**src/rtl/hazard_tracker_if.sv**
```systemverilog
// hazard_tracker_if: ID-stage request and forwarding/stall response bundle.
//   master: decode side, drives the i_* fields and observes the o_* fields.
//   slave : hazard_tracker, consumes i_* and produces o_*.
interface hazard_tracker_if #(
  parameter int unsigned CNT_W = 16
);
  logic             i_id_valid;
  logic [4:0]       i_id_rs;
  logic [4:0]       i_id_rt;
  logic             i_id_use_rs;
  logic             i_id_use_rt;
  logic [4:0]       i_id_rd;
  logic             i_id_reg_write;
  logic             i_id_mem_read;
  logic             i_flush;
  logic             i_halt;

  logic [4:0]       o_ex_rd;
  logic [4:0]       o_mem_rd;
  logic [4:0]       o_wb_rd;
  logic             o_ex_reg_write;
  logic             o_mem_reg_write;
  logic             o_wb_reg_write;
  logic             o_stall;
  logic             o_bubble;
  logic [CNT_W-1:0] o_stall_count;

  modport master (
    output i_id_valid, i_id_rs, i_id_rt, i_id_use_rs, i_id_use_rt, i_id_rd,
           i_id_reg_write, i_id_mem_read, i_flush, i_halt,
    input  o_ex_rd, o_mem_rd, o_wb_rd, o_ex_reg_write, o_mem_reg_write,
           o_wb_reg_write, o_stall, o_bubble, o_stall_count
  );

  modport slave (
    input  i_id_valid, i_id_rs, i_id_rt, i_id_use_rs, i_id_use_rt, i_id_rd,
           i_id_reg_write, i_id_mem_read, i_flush, i_halt,
    output o_ex_rd, o_mem_rd, o_wb_rd, o_ex_reg_write, o_mem_reg_write,
           o_wb_reg_write, o_stall, o_bubble, o_stall_count
  );
endinterface

```
**src/rtl/hazard_tracker.sv**
```systemverilog
// hazard_tracker: tracks destination register / write-enable / load flag of the
// instructions in EX, MEM and WB for the ID forwarding selector, detects
// load-use hazards that forwarding cannot cover and raises stall + bubble.
// A saturating counter records the number of stalled cycles.
// Ports:
//   i_clk   : clock, rising edge
//   i_reset : asynchronous active-high reset
//   bus     : hazard_tracker_if slave (ID inputs, per-stage outputs, stall,
//             bubble, stall counter)
module hazard_tracker #(
  parameter int unsigned CNT_W = 16
) (
  input  logic           i_clk,
  input  logic           i_reset,
  hazard_tracker_if.slave bus
);

  // WB keeps no load flag: nothing downstream of WB needs it.
  logic [4:0]       ex_rd_q,  mem_rd_q,  wb_rd_q;
  logic             ex_we_q,  mem_we_q,  wb_we_q;
  logic             ex_ld_q,  mem_ld_q;
  logic [CNT_W-1:0] cnt_q;

  logic id_we;
  logic rs_haz;
  logic rt_haz;
  logic haz;
  logic stall;
  logic accept;

  // Load results are only forwardable from WB, so a load in EX or MEM whose
  // destination matches a used source forces a stall.
  function automatic logic load_hit(input logic [4:0] src,
                                    input logic ex_we, input logic ex_ld,
                                    input logic [4:0] ex_rd,
                                    input logic mem_we, input logic mem_ld,
                                    input logic [4:0] mem_rd);
    return (ex_we && ex_ld && (ex_rd == src)) || (mem_we && mem_ld && (mem_rd == src));
  endfunction

  always_comb begin
    id_we  = bus.i_id_reg_write && (bus.i_id_rd != 5'd0);
    rs_haz = bus.i_id_use_rs && (bus.i_id_rs != 5'd0) &&
             load_hit(bus.i_id_rs, ex_we_q, ex_ld_q, ex_rd_q, mem_we_q, mem_ld_q, mem_rd_q);
    rt_haz = bus.i_id_use_rt && (bus.i_id_rt != 5'd0) &&
             load_hit(bus.i_id_rt, ex_we_q, ex_ld_q, ex_rd_q, mem_we_q, mem_ld_q, mem_rd_q);
    // Flush wins over a hazard: the squashed instruction never stalls.
    haz    = bus.i_id_valid && !bus.i_flush && (rs_haz || rt_haz);
    stall  = haz && !bus.i_halt;
    accept = bus.i_id_valid && !bus.i_flush && !haz;
  end

  always_ff @(posedge i_clk or posedge i_reset) begin
    if (i_reset) begin
      ex_rd_q  <= 5'd0;
      ex_we_q  <= 1'b0;
      ex_ld_q  <= 1'b0;
      mem_rd_q <= 5'd0;
      mem_we_q <= 1'b0;
      mem_ld_q <= 1'b0;
      wb_rd_q  <= 5'd0;
      wb_we_q  <= 1'b0;
      cnt_q    <= '0;
    end else if (!bus.i_halt) begin
      wb_rd_q  <= mem_rd_q;
      wb_we_q  <= mem_we_q;
      mem_rd_q <= ex_rd_q;
      mem_we_q <= ex_we_q;
      mem_ld_q <= ex_ld_q;
      if (accept) begin
        ex_rd_q <= bus.i_id_rd;
        ex_we_q <= id_we;
        ex_ld_q <= bus.i_id_mem_read;
      end else begin
        ex_rd_q <= 5'd0;
        ex_we_q <= 1'b0;
        ex_ld_q <= 1'b0;
      end
      if (stall && (cnt_q != {CNT_W{1'b1}})) begin
        cnt_q <= cnt_q + 1'b1;
      end
    end
  end

  assign bus.o_ex_rd         = ex_rd_q;
  assign bus.o_mem_rd        = mem_rd_q;
  assign bus.o_wb_rd         = wb_rd_q;
  assign bus.o_ex_reg_write  = ex_we_q;
  assign bus.o_mem_reg_write = mem_we_q;
  assign bus.o_wb_reg_write  = wb_we_q;
  assign bus.o_stall         = stall;
  assign bus.o_bubble        = stall;
  assign bus.o_stall_count   = cnt_q;

endmodule

```
**src/flat_wrapper.sv**
```systemverilog
// flat-port wrapper written by rule: the top's interface ports become plain ports
module hazard_tracker_flat 
#(
  parameter int unsigned CNT_W = 16
)
  (i_clk, i_reset, bus_i_id_valid, bus_i_id_rs, bus_i_id_rt, bus_i_id_use_rs, bus_i_id_use_rt, bus_i_id_rd, bus_i_id_reg_write, bus_i_id_mem_read, bus_i_flush, bus_i_halt, bus_o_ex_rd, bus_o_mem_rd, bus_o_wb_rd, bus_o_ex_reg_write, bus_o_mem_reg_write, bus_o_wb_reg_write, bus_o_stall, bus_o_bubble, bus_o_stall_count);
  hazard_tracker_if #(.CNT_W(CNT_W)) bus_i ();
  input  logic i_clk;
  input  logic i_reset;
  input wire logic [$bits(bus_i.i_id_valid)-1:0] bus_i_id_valid;
  input wire logic [$bits(bus_i.i_id_rs)-1:0] bus_i_id_rs;
  input wire logic [$bits(bus_i.i_id_rt)-1:0] bus_i_id_rt;
  input wire logic [$bits(bus_i.i_id_use_rs)-1:0] bus_i_id_use_rs;
  input wire logic [$bits(bus_i.i_id_use_rt)-1:0] bus_i_id_use_rt;
  input wire logic [$bits(bus_i.i_id_rd)-1:0] bus_i_id_rd;
  input wire logic [$bits(bus_i.i_id_reg_write)-1:0] bus_i_id_reg_write;
  input wire logic [$bits(bus_i.i_id_mem_read)-1:0] bus_i_id_mem_read;
  input wire logic [$bits(bus_i.i_flush)-1:0] bus_i_flush;
  input wire logic [$bits(bus_i.i_halt)-1:0] bus_i_halt;
  output wire logic [$bits(bus_i.o_ex_rd)-1:0] bus_o_ex_rd;
  output wire logic [$bits(bus_i.o_mem_rd)-1:0] bus_o_mem_rd;
  output wire logic [$bits(bus_i.o_wb_rd)-1:0] bus_o_wb_rd;
  output wire logic [$bits(bus_i.o_ex_reg_write)-1:0] bus_o_ex_reg_write;
  output wire logic [$bits(bus_i.o_mem_reg_write)-1:0] bus_o_mem_reg_write;
  output wire logic [$bits(bus_i.o_wb_reg_write)-1:0] bus_o_wb_reg_write;
  output wire logic [$bits(bus_i.o_stall)-1:0] bus_o_stall;
  output wire logic [$bits(bus_i.o_bubble)-1:0] bus_o_bubble;
  output wire logic [$bits(bus_i.o_stall_count)-1:0] bus_o_stall_count;
  assign bus_i.i_id_valid = bus_i_id_valid;
  assign bus_i.i_id_rs = bus_i_id_rs;
  assign bus_i.i_id_rt = bus_i_id_rt;
  assign bus_i.i_id_use_rs = bus_i_id_use_rs;
  assign bus_i.i_id_use_rt = bus_i_id_use_rt;
  assign bus_i.i_id_rd = bus_i_id_rd;
  assign bus_i.i_id_reg_write = bus_i_id_reg_write;
  assign bus_i.i_id_mem_read = bus_i_id_mem_read;
  assign bus_i.i_flush = bus_i_flush;
  assign bus_i.i_halt = bus_i_halt;
  assign bus_o_ex_rd = bus_i.o_ex_rd;
  assign bus_o_mem_rd = bus_i.o_mem_rd;
  assign bus_o_wb_rd = bus_i.o_wb_rd;
  assign bus_o_ex_reg_write = bus_i.o_ex_reg_write;
  assign bus_o_mem_reg_write = bus_i.o_mem_reg_write;
  assign bus_o_wb_reg_write = bus_i.o_wb_reg_write;
  assign bus_o_stall = bus_i.o_stall;
  assign bus_o_bubble = bus_i.o_bubble;
  assign bus_o_stall_count = bus_i.o_stall_count;
  hazard_tracker #(.CNT_W(CNT_W)) u_core (.i_clk(i_clk), .i_reset(i_reset), .bus(bus_i));
endmodule
```
**config.mk**
```make
export PLATFORM = sky130hd
export DESIGN_NAME = hazard_tracker_flat
export DESIGN_NICKNAME = d
export VERILOG_FILES = /design/src/rtl/hazard_tracker_if.sv /design/src/rtl/hazard_tracker.sv /design/src/flat_wrapper.sv
export SDC_FILE = /design/constraint.sdc
export NUM_CORES = 1
export LEC_CHECK = 0
export BUFFER_PORTS_ARGS = -buffer_cell sky130_fd_sc_hd__buf_2
export CAP_MARGIN = 20
export CORE_MARGIN = 3
export CORE_UTILIZATION = 24
export DETAILED_ROUTE_END_ITERATION = 10
export GPL_ROUTABILITY_DRIVEN = 0
export PLACE_DENSITY_LB_ADDON = 0.08
export SYNTH_ARGS = -nofsm -noshare
export SYNTH_HDL_FRONTEND = slang
export SYNTH_SLANG_ARGS = --single-unit
```
**constraint.sdc**
```tcl
create_clock -name i_clk -period 2.5 [get_ports i_clk]
set_clock_uncertainty 0.1 [all_clocks]
set_input_delay 0.5 -clock i_clk [delete_from_list [all_inputs] [get_ports i_clk]]
set_output_delay 0.5 -clock i_clk [all_outputs]
set_load 0.01 [all_outputs]
```
* Word-level counts from Yosys, hierarchy flattened *
Cells that the tools add are included.

word-level totals
  memories = 0
  word-level logic and storage cells = 45
  bits in writable memories = 0
  bits in read-only memories = 0
  latch bits = 0
  register bits after elaboration = 36

cells by class
  multipliers = 0
  div/mod/pow operators = 0
  add/subtract/negate cells = 1
  reductions and logical operators = 26
  equal/unequal tests = 5
  shift operators = 0
  bitwise logic cells = 1
  mux-type cells = 3
  order comparisons = 0

operators by type and width
  kind                                                             number
  5-bit equality test                                              4
  16-bit by 1-bit adder with 16-bit output, second input constant  1
  1-bit logical AND                                                16
  16-bit != test, second input constant                            1
  5-bit nonzero test                                               3
  5-bit two-way mux                                                1
  1-bit zero test                                                  3
  1-bit logical OR                                                 3
  1-bit two-way mux                                                2
  2-bit AND reduction                                              1
  1-bit inverter                                                   1

* Longest topological paths before layout *
Gate-level depths: netlist of the first run.

  word-level depth = 9
  depth in mapped cells = 8
  depth with buffers taken out = 7

* Worst setup path after synthesis of the first run *
OpenSTA, ideal clock, no wires.

  path kind = input-to-output
  start point = in bus_i_id_rt[4]
  end point = out bus_o_stall
  cell stages on the path = 6
  required time = 1,900 ps
  path slack = 272 ps
  arrival time = 1,628 ps
  cell sequence = xor2_1 nor4_1 a22oi_1 o22ai_1 nor2b_1 buf_4

between the ends
  word-level cells in the longest chain between the ends = 7
  elaborated cells on any way between the ends = 11

ends and longest elaborated chain
  element                RTL line              RTL
  from (decl)            flat_wrapper.sv:12    input wire logic [$bits(bus_i.i_id_rt)-1:0] bus_i_id_rt;
  5-bit equality test    hazard_tracker.sv:38  return (ex_we && ex_ld && (ex_rd == src)) || (mem_we && mem_ld && (mem_rd == src));
  1-bit logical AND      hazard_tracker.sv:38
  1-bit logical OR       hazard_tracker.sv:38
  1-bit logical AND (*)  hazard_tracker.sv:45  rt_haz = bus.i_id_use_rt && (bus.i_id_rt != 5'd0) &&
  1-bit logical OR (*)   hazard_tracker.sv:48  haz = bus.i_id_valid && !bus.i_flush && (rs_haz || rt_haz);
  1-bit logical AND (*)  hazard_tracker.sv:48
  1-bit logical AND (*)  hazard_tracker.sv:49  stall = haz && !bus.i_halt;
  to (decl)              flat_wrapper.sv:26    output wire logic [$bits(bus_i.o_stall)-1:0] bus_o_stall;

Every way passes the cells marked *; elsewhere a longest branch is shown, timed or not.

* Final worst setup path of the first run *
  start point = in bus_i_id_rt[0]
  end point = out bus_o_bubble

between the ends
  word-level cells in the longest chain between the ends = 7
  elaborated cells on any way between the ends = 11

ends and longest elaborated chain
  element                RTL line              RTL
  5-bit equality test    hazard_tracker.sv:38
  1-bit logical AND      hazard_tracker.sv:38
  1-bit logical OR       hazard_tracker.sv:38
  1-bit logical AND (*)  hazard_tracker.sv:45
  1-bit logical OR (*)   hazard_tracker.sv:48
  1-bit logical AND (*)  hazard_tracker.sv:48
  1-bit logical AND (*)  hazard_tracker.sv:49
  to (decl)              flat_wrapper.sv:27    output wire logic [$bits(bus_i.o_bubble)-1:0] bus_o_bubble;

Marks and branches as above.

==> results of run 1 <==
==> state kept, by name, indices dropped and copies added, names as in the netlist <==
signal / flops
u_core.bus.o_ex_rd: 5
u_core.bus.o_ex_reg_write: 1
u_core.bus.o_mem_rd: 5
u_core.bus.o_mem_reg_write: 1
u_core.bus.o_stall_count: 16
u_core.bus.o_wb_rd: 5
u_core.bus.o_wb_reg_write: 1
u_core.ex_ld_q: 1
u_core.mem_ld_q: 1
==> routing by layer <==
metal  track usage (%)  vias up  part of all wire [%]
li1                  -      715                     -
met1              14.5      709                    46
met2              18.8       44                    47
met3              3.06        5                   5.6
met4              3.66        0                   1.1
met5                 0        -                     0
==> kinds of logic (layout without fill, tap and decap cells) <==
group	Yosys count	after routing	synth area share (%)
AO/OA/AOI/OAI	13	13	5.70
XOR/XNOR	35	35	16.8
adder cells (fa/ha/maj)	1	1	0.686
buffers and inverters	7	82	2.06
flip-flops	36	36	49.4
multiplexers	14	14	8.65
AND/OR/NAND/NOR	55	55	16.7
==> critical path, stage by stage <==
cell and delay, ns:
buf_2 0.13, or4_1 0.51, o21ai_1 0.27, o22ai_2 0.16, nor2b_4 0.15, buf_6 0.12
==> power by group through the flow <==
stage / registers, mW / clock network [mW] / logic, mW
floorplan: 0.653 / 0 / 0.0721
detailed placement: 0.648 / 0 / 0.155
finish: 0.635 / 0.457 / 0.166
CTS: 0.636 / 0.474 / 0.164
global route: 0.639 / 0.503 / 0.183
global placement: 0.647 / 0 / 0.156
==> stage by stage <==
| step | utilization (%) | setup WS (ns) | cells |
|---|---|---|---|
| finish | 34.2 | 0.0628 | 335 |
| global route | 34.2 | -0.00889 | 335 |
| CTS | 33.3 | 0.00145 | 332 |
| detailed placement | 31.3 | 0.0460 | 321 |
| global placement | 31.3 | 0.0622 | 321 |
| floorplan | - | 0.272 | 161 |
==> final cells by class <==
type	instances	area (um^2)	area share, %
Multi-Input combinational cell	118	923	37.1
Inverter	1	3.75	0.151
Tap cell	99	124	4.97
Sequential cell	36	911	36.6
Clock buffer	7	96.3	3.87
Timing Repair Buffer	74	433	17.4
==> layout by cell type, fill, tap and decap left out, drive strengths merged, types with 2 or more instances in the layout <==
cell type and instances:
a22o 6, o21ai 2, nor2 14, dfrtp 36, nor3 5, nor4 7, nand2 8, or3 2
nand3 6, xnor2 2, buf 74, or4 2, a22oi 2, mux2 14, xor2 33, clkbuf 7
nand4 6
==> path summary, 6_finish.rpt <==
| check | startpoint | to | slack (ns) | cells past startpoint |
|---|---|---|---|---|
| worst max-delay path | bus_i_id_rt[0] | bus_o_bubble | 0.06 | 6 |
| worst min-delay path | i_reset | u_core.bus.o_wb_rd[3] | 0.21 | 3 |
| worst max register to register | u_core.bus.o_mem_rd[1] | u_core.bus.o_stall_count[14] | 0.19 | 9 |
| worst min register to register | u_core.bus.o_wb_rd[4] | u_core.bus.o_wb_rd[4] | 0.40 | 1 |
| max in group asynchronous | i_reset | u_core.bus.o_ex_rd[0] | 1.72 | 3 |
| min in group i_clk | bus_i_id_mem_read | u_core.ex_ld_q | 0.32 | 2 |
==> repair_timing <==
item	4_1_cts	5_1_grt
resized for setup	9	8
endpoints found under the setup margin	2	2
buffers inserted	4	3
pin swaps	5	5
hold endpoints to repair	0	0
==> flow_metrics.tcl, run 1 <==
set metrics [dict create \
    grt-ovfl-total 0 \
    wire_per_inst_um 14.2 \
    syn_area_um2 1820 \
    clock-sinks 36 \
    final.setup.tns_ns 0 \
    worst_setup_path_start_kind "primary input" \
    synthToLayoutAreaGrowth_pct 36.7 \
    relSlewSlack_pct 67.8 \
    end_kind "output port" \
    dieArea_um2 8680 \
    crit_fanout 3 \
    hpwl_mm 3.54 \
    cts_hold_buf 0 \
    pin_count 60 \
    die_h_um 93.2 \
    nFillCells 794 \
    synth_top_area_share_pct 49.4 \
    status "finished, final reports clean" \
    cts_tree "yes" \
    cts_made_buffers 5 \
    power_switching_share_pct 25.7 \
    initial_core_util_pct 25.0 \
    worstPathRequired_ns 1.90 \
    core_um2 7290 \
    synth_edf_count 0 \
    cts-root-buf "clkbuf_8" \
    p_int_uw 935 \
    drv_slew 0 \
    synthCells 161 \
    drive_gt1_share_pct 47.9 \
    min_period_ns 2.44 \
    clkTransAtPathRegs_ns 0.08 \
    criticalPathCategory "in2out" \
    vias 1473 \
    finalInstanceArea_um2 2490 \
    rsz0062_at_grt "true" \
    yosys.area.top_type "dfrtp_1" \
    synth-async-reset-ratio_pct 100 \
    pwr-share-comb_pct 13.2 \
    grt_max_degree 37 \
    nets 261 \
    setup_viol 0 \
    p_leak_nw 1.30 \
    drtIter0Drc 54 \
    worstHoldPathType "in2async" \
    dr.pass1.iters 4 \
    power_switching_uw 323 \
    cts.path.max_buffers 2 \
    yosys_most_used_dff "dfrtp_1" \
    antenna_found_initial 0 \
    port_buffers 59 \
    post-route-period-util_pct 97.5 \
    drc 0 \
    synth_area_per_cell_um2 11.3 \
    fmax_ghz 0.410 \
    finalPower_mw 1.26 \
    detail-route-antenna-nets 0 \
    n_antenna_cell 0 \
    htree_levels 2 \
    grt_pass1_vias 1515 \
    clk_latency_ns 0.29 \
    synth-seq-cells 36 \
    pwr-share-seq_pct 50.5 \
    worst_slew_pin_slew_ns 0.483 \
    cap_violations 0 \
    synth.most_common_cell "dfrtp_1" \
    ys_seq_area_share_pct 49.4 \
    grt_first_pass_wirelength_mm 7.76 \
    peakVddDrop_mv 0.182 \
    yosys.cell_types.count 32 \
    num_rows 31 \
    hold_viol 0 \
    die_w_um 93.2 \
    yosys-top-cells-area "dfrtp_1 49%, xor2_1 16%, mux2_2 8.0%" \
    powerDensity_nw_per_um2 505 \
    ys_top_cells_by_count "36 x dfrtp_1, 33 x xor2_1, 14 x nor2_1" \
    drt_wl_total_mm 4.77 \
    vias_per_cell 4.40 \
    synth_warnings 0 \
    synthesis.nets 186 \
    place_area_um2 2280 \
    worst_ep_arrival_time_ns 1.84 \
    share_clk_of_total_power_pct 36.4 \
    track_usage_pct 11.4 \
    timing.hold.ws_ns 0.210 \
]
(Power assumes the default switching activity.)
==> run 2: changes to the inputs <==
- MAX_ROUTING_LAYER: not set -> met4
==> flow_metrics.tcl, run 2 (synthesis gave the netlist of run 1 again) <==
set metrics [dict create \
    status "finished, final reports clean" \
    grt-ovfl-total 0 \
    largest_reg_flops 16 \
    cts_made_buffers 5 \
    timing.rr.start "u_core.bus.o_mem_rd[1]" \
    detail-route-antenna-nets 0 \
    setup_viol 0 \
    cts_tree "yes" \
    port_buffers 59 \
    post-route-period-util_pct 97.5 \
    fmax_ghz 0.410 \
    rsz0062_at_grt "true" \
    synthToLayoutAreaGrowth_pct 36.7 \
    worst_ep_arrival_time_ns 1.84 \
    min_period_ns 2.44 \
    worstPathRequired_ns 1.90 \
    nFillCells 794 \
    antenna_found_initial 0 \
    relSlewSlack_pct 67.6 \
    powerDensity_nw_per_um2 504 \
    cpPeakStageDelay_ns 0.51 \
    hold_viol 0 \
    cp_num_buf_inv 2 \
    r2r-end "u_core.bus.o_stall_count[14]" \
    place_area_um2 2280 \
    die_w_um 93.2 \
    clk_latency_ns 0.29 \
    hpwl_mm 3.54 \
    multi_input_area_um2 923 \
    crit_chain "buf_2 > or4_1 > o21ai_1 > o22ai_2 > nor2b_4 > buf_6" \
    wire_per_inst_um 14.2 \
    initial_core_util_pct 25.0 \
    pin_count 60 \
    peakVddDrop_mv 0.182 \
    rrSetupSlack_ns 0.19 \
    share_clk_of_total_power_pct 36.3 \
    grt_first_pass_wirelength_mm 7.77 \
    power_switching_share_pct 25.6 \
    grt_max_degree 37 \
    worstHoldPathType "in2async" \
    htree_levels 2 \
    cp_slowest_cell "or4_1" \
    drt_wl_total_mm 4.77 \
    p_int_uw 935 \
    pwr-share-comb_pct 13.2 \
    track_usage_pct 11.7 \
    clock-sinks 36 \
    worst_slew_pin_slew_ns 0.486 \
    cts_hold_buf 0 \
    drive_gt1_share_pct 47.9 \
    criticalPathCategory "in2out" \
    dr.pass1.iters 4 \
    mostFrequentLayoutCell "buf_2" \
    finalInstanceArea_um2 2490 \
    num_rows 31 \
    die_h_um 93.2 \
    drtIter0Drc 59 \
    pwr-share-seq_pct 50.5 \
    crit_fanout 3 \
    drv_slew 0 \
    crit_family "simple AND/OR/NAND/NOR gates" \
    n_antenna_cell 0 \
    clkTransAtPathRegs_ns 0.07 \
    reg2reg_depth 9 \
    cts-root-buf "clkbuf_8" \
    core_um2 7290 \
    worst_setup_path_start_kind "primary input" \
    dieArea_um2 8680 \
    grt_pass1_vias 1512 \
    end_kind "output port" \
    vias 1480 \
    final.setup.tns_ns 0 \
    regArea_um2 911 \
    nets 261 \
    final_cell_mix "57 x buf_2, 32 x xor2_1, 28 x dfrtp_1" \
    p_leak_nw 1.30 \
    cap_violations 0 \
    power_switching_uw 321 \
    drc 0 \
    vias_per_cell 4.42 \
    cts.path.max_buffers 2 \
]
==> run 2: worst max path at each step <==
stage | start | end | slack [ns] | depth (start not counted)
finish | bus_i_id_rt[0] | bus_o_bubble | 0.06 | 6
floorplan | bus_i_id_rt[4] | bus_o_stall | 0.27 | 6
global route | u_core.bus.o_ex_rd[0] | bus_o_bubble | -0.009 | 6
global placement | bus_i_id_rt[4] | bus_o_stall | 0.06 | 7
CTS | u_core.bus.o_ex_rd[2] | bus_o_stall | 0.001 | 6
detailed placement | bus_i_id_rt[0] | bus_o_stall | 0.05 | 6
==> run 2: repair_timing <==
| item | 4_1_cts | 5_1_grt |
|---|---|---|
| buffers inserted | 4 | 3 |
| hold endpoints to repair | 0 | 0 |
| pin swaps | 5 | 5 |
| endpoints found under the setup margin | 2 | 2 |
| gates cloned | 0 | 0 |
| resized for setup | 9 | 8 |
==> run 2: area by class of cell <==
class                   count  area share (%)
inverters                   1           0.151
repair buffers             74            17.4
well taps                  99            4.97
clock buffers               7            3.87
multi-input cells         118            37.1
flip-flops and latches     36            36.6
==> run 2: worst register-to-register path, cell delays in order (launching register included) <==
cell,delay (ns)
dfrtp_2,0.41
xor2_1,0.17
nor4_2,0.30
a22oi_2,0.13
buf_4,0.14
buf_4,0.12
o22a_2,0.27
buf_12,0.16
nor4_1,0.27
xor2_1,0.16
==> run 2: layer usage <==
metal / up-vias / global-route usage, % / wire length, um
met3: 5 / 3.06 / 272
met1: 712 / 14.6 / 2190
met4: 0 / 3.66 / 51
met2: 46 / 18.7 / 2250
met5: - / - / 0
li1: 717 / - / -
==> run 2: power by group through the flow <==
stage | sequential, mW | clock [mW] | combinational, mW
2_1_floorplan | 0.653 | 0 | 0.0721
3_3_place_gp | 0.647 | 0 | 0.156
3_5_place_dp | 0.648 | 0 | 0.155
4_1_cts | 0.636 | 0.474 | 0.164
5_1_grt | 0.639 | 0.503 | 0.183
6_report | 0.635 | 0.456 | 0.166
==> run 2: through the flow <==
| step | util (%) | cells | total power, mW | worst slack (ns) | hold slack (ns) |
|---|---|---|---|---|---|
| floorplan | - | 161 | 0.725 | 0.272 | 0.379 |
| detailed placement | 31.3 | 321 | 0.803 | 0.0460 | 0.382 |
| finish | 34.2 | 335 | 1.26 | 0.0626 | 0.213 |
| CTS | 33.3 | 332 | 1.27 | 0.00145 | 0.239 |
| global route | 34.2 | 335 | 1.32 | -0.00889 | 0.260 |
| global placement | 31.3 | 321 | 0.804 | 0.0622 | 0.378 |
